--- src/rtl/sr_chk_pkg.sv ---
// Shared types, input-code constants and the saturating-increment helper
// used by the SR latch checker and its event counters.
package sr_chk_pkg;

    typedef enum logic [1:0] {
        UNKNOWN = 2'd0,
        SETTLE  = 2'd1,
        STABLE  = 2'd2,
        FORBID  = 2'd3
    } chk_state_t;

    // Input code is {s, r}
    localparam logic [1:0] HOLD = 2'b00;
    localparam logic [1:0] RST  = 2'b01;
    localparam logic [1:0] SET  = 2'b10;
    localparam logic [1:0] FORB = 2'b11;

    // Settle counter is wide enough for SETTLE_CYCLES up to 15
    localparam int SETTLE_W = 4;

    // Increment that sticks at the all-ones value of a 'width'-bit counter
    function automatic logic [31:0] sat_inc(input logic [31:0] value, input int width);
        logic [63:0] max_val;
        max_val = (64'd1 << width) - 64'd1;
        if ({32'd0, value} >= max_val) begin
            return value;
        end
        return value + 32'd1;
    endfunction

endpackage

--- src/rtl/sr_latch_checker_sat_counter.sv ---
// Saturating event counter: synchronous reset, enable-gated clear and
// increment, clear wins over a same-cycle increment.
module sat_counter #(
    parameter int WIDTH = 8
) (
    input  logic             clk,
    input  logic             rst,
    input  logic             en,
    input  logic             inc,
    input  logic             clr,
    output logic [WIDTH-1:0] count
);
    import sr_chk_pkg::*;

    // Count register: reset, then clear, then saturating increment
    always_ff @(posedge clk) begin
        if (rst) begin
            count <= '0;
        end else if (en) begin
            if (clr) begin
                count <= '0;
            end else if (inc) begin
                count <= WIDTH'(sat_inc(32'(count), WIDTH));
            end
        end
    end

endmodule

--- config.mk ---
export PLATFORM = sky130hd
export DESIGN_NAME = sat_counter
export DESIGN_NICKNAME = d
export VERILOG_FILES = /design/src/rtl/sr_chk_pkg.sv /design/src/rtl/sr_latch_checker_sat_counter.sv
export SDC_FILE = /design/constraint.sdc
export NUM_CORES = 1
export LEC_CHECK = 0
export ABC_AREA = 1
export BUFFER_PORTS_ARGS = -buffer_cell sky130_fd_sc_hd__clkbuf_2
export CAP_MARGIN = 20
export CORE_AREA = 5 5 42 44
export CTS_CLUSTER_SIZE = 16
export DETAILED_ROUTE_END_ITERATION = 6
export DIE_AREA = 0 0 47 49
export GPL_ROUTABILITY_DRIVEN = 0
export PLACE_DENSITY = 0.65
export SLEW_MARGIN = 0
export SYNTH_ARGS = -nofsm -noshare
export SYNTH_HDL_FRONTEND = slang
export SYNTH_SLANG_ARGS = --single-unit
--- constraint.sdc ---
create_clock -name clk -period 2.8 [get_ports clk]
set_input_delay 0.42 -clock clk [delete_from_list [all_inputs] [get_ports clk]]
set_output_delay 0.42 -clock clk [all_outputs]
set_load 0.02 [all_outputs]
==> key figures <==
STA
  – Unrepaired setup endpoints after global routing: false
  – Endpoints failing hold: 0
  – Worst Hold Margin: between 300 and 400 ps
  – Fin worst setup slack: around 1400 ps
  – TNS Setup: 0 ps
  – Final clock skew: 2.29 ps
  – Measured slew at the worst slew-check pin: 254 ps
  – Ratio of final minimum period to clock period: 0.511
  – Final setup fails: 0
  – FMAX: between 0.6 and 0.7 GHz
  – Max-slew violations: 0
  – Min Tclk post-route: 1430 ps
  – Max-slew headroom: 0.830

Floorplanning
  – Core area: 0.00140 mm²
  – Die ar.: 0.00230 mm²
  – Chip Height: 49 µm
  – Row count: 14
  – Starting Density: 0.393
  – Die width: 47 µm
  – Ports: 13

Synth
  – Largest family of logic cells by synthesized area: simple AND/OR/NAND/NOR gates
  – Yosys top cell by area: dfxtp_1
  – Register area share after synthesis: 0.291
  – XOR/XNOR Fraction of Synth Area: 0
  – Syn avg cell area: 5.98 µm²
  – Synth Area in Adders: 0.0227
  – Syn_nets: 98
  – Ys Warns: 0
  – Cells after Synth: 92
  – Synth Area in Simple Gates: 0.502
  – Seq cells post-synth: 8
  – Area fraction in compound gates after synthesis: 0.0523
  – Netlist cell types: 17
  – Synth top area share: 0.291
  – Synthesized cell area: 551 µm²
  – Ranking of synthesized cells by area: dfxtp_1 (29%), nand2_1 (21%), nor2_1 (13%)
  – Proportion of synthesized area in mux cells: 0

Detailed routing
  – Antenna viol nets, final: 0
  – Via Count: around 580
  – Drt pass-1 iters: 4
  – Via density: 4.77
  – Initial DRC Count: 4
  – # DRC: 0
  – WL per Instance: around 10 µm
  – Final WL: 1.18 mm

Critical path
  – WP data required: 2960 ps
  – Reg2reg end: count[7]
  – Reg2reg path depth: 8
  – WP data arrival: between 1500 and 2000 ps
  – CP endpoint: count[7]
  – Critical Path Fanout Max: 11
  – Critical path class: reg -> reg
  – R2r setup slk: between 1000 and 1500 ps
  – Worst setup EP type: register
  – CP Launch Point: count[1]
  – Startpoint types: register
  – RR Startpoint: count[1]

Global routing
  – Pin count of the biggest net entering global routing: 12
  – First-pass GRT wire length: about 2.0 mm
  – Initial antenna violation count: 0
  – Total grt overflow: 0
  – Total GRT Usage: 0.124
  – Vias in the first global route: between 400 and 500

Clock tree
  – Clk sinks: 8
  – CTS Root Buffer Type: clkbuf_4
  – H-tree depth: 1
  – Clk buf depth: 2
  – Post-cts resize count: 0
  – Post-CTS Setup Inserts: 0
  – Clk_lat worst skew: about 260 ps
  – CTS tree: yes
  – Total CTS buffers: 3
  – Post-CTS Hold Fix Bufs: 0
  – Worst-path clk slew: 60 ps

Final layout
  – ANT cells: 0
  – Number of fill cells: 156
  – Layout cells sized above 1: 0.190
  – Commonest non-fill, non-tap cell in the layout: nand2_1
  – Number of flip-flops under the largest register name: 8
  – Fin area: 637 µm²
  – Post-Layout Cell Count: 121
  – FF/Latch Area: 160 µm²
  – P&R area growth vs syn: 15.7%
  – Reg with most FFs: count
  – Multi-input gate area: 318 µm²
  – NumNets Final: 113
  – Top Registers: count x8
  – Most frequent cells in the layout: nand2_1 (31), nor2_1 (19), inv_1 (12), clkbuf_2 (12), dfxtp_1 (8)

Power and ir drop
  – Worst VDD drop: 0.000188 V
  – Clk pwr share: 0.352
  – P_leak: 0.324 nW
  – Seq pwr share: 0.473
  – Net Sw Frac: 0.298
  – Sw power: 0.0783 mW
  – Int Power: 0.184 mW
  – Pwr/cell area: 412 mW/mm²
  – Gate power share: 0.175

Place
  – Buffers added on ports: 12
  – HPWL Detailed: 912 µm
  – Placement Setup Slack: about 1400 ps
  – DP Area: 614 µm²
  – Placed insts: approximately 120

Run status
  – Status: completed

Hold path
  – HP Class: in -> reg

Job
  – Max-Cap Viols: 0
worst min-delay path by stage:
stage	startpoint	to	slack, ps	depth (start not counted)
2_1_floorplan	rst	count[2]	480	1
3_3_place_gp	count[4]	count[4]	530	4
3_5_place_dp	count[4]	count[4]	530	4
4_1_cts	rst	count[2]	330	2
5_1_grt	rst	count[2]	340	2
6_report	rst	count[2]	340	2
layer usage:
metal | wire, µm | track usage | vias to the layer above
li1 | - | - | 310
met1 | 567 | 0.167 | 246
met2 | 506 | 0.165 | 16
met3 | 63 | 0.0332 | 5
met4 | 42 | 0.0829 | 0
met5 | 0 | 0 | -
Yosys cell counts:
master	number
buf_6	1
dfxtp_1	8
buf_2	1
clkinv_1	3
inv_1	12
nand2_2	1
nand4_1	6
a21oi_1	3
or2_1	1
nand3_4	1
nand2_1	31
nand3_2	1
nor2_1	19
nor2_4	1
a21oi_2	1
ha_1	1
o21ai_0	1
power groups by stage:
stage	Clock [mW]	Combinational, mW	Sequential [mW]
2_1_floorplan	0	0.0278	0.132
3_3_place_gp	0	0.0460	0.127
3_5_place_dp	0	0.0459	0.127
4_1_cts	0.0972	0.0462	0.124
5_1_grt	0.104	0.0521	0.125
6_report	0.0923	0.0459	0.124
cell type report:
class / instances / share of cell area
Multi-Input combinational cell: 67 / 0.499
Timing Repair Buffer: 12 / 0.0943
Sequential cell: 8 / 0.251
Clock buffer: 3 / 0.0354
Tap cell: 16 / 0.0314
Inverter: 15 / 0.0884
critical path, cell delays in order (launching register included):
cell and delay, ps:
dfxtp_1 400, ha_1 210, nand2_2 100, nor2_4 130, nand3_4 110, nand3_2 200
nand2_1 80, nand2_1 60, nor2_1 40
per-stage QoR:
| stage | power (mW) | utilization |
|---|---|---|
| after floorplan | 0.160 | - |
| after global placement | 0.173 | 0.438 |
| after detailed placement | 0.173 | 0.438 |
| after CTS | 0.268 | 0.454 |
| after global routing | 0.282 | 0.454 |
| final | 0.263 | 0.454 |
kinds of logic after synthesis:
kind of cell,count (synthesis)
simple gates,61
compound gates,5
flops,8
fa+ha+maj,1
buf+inv,17
Note: power is estimated with default switching activity, not from simulation.
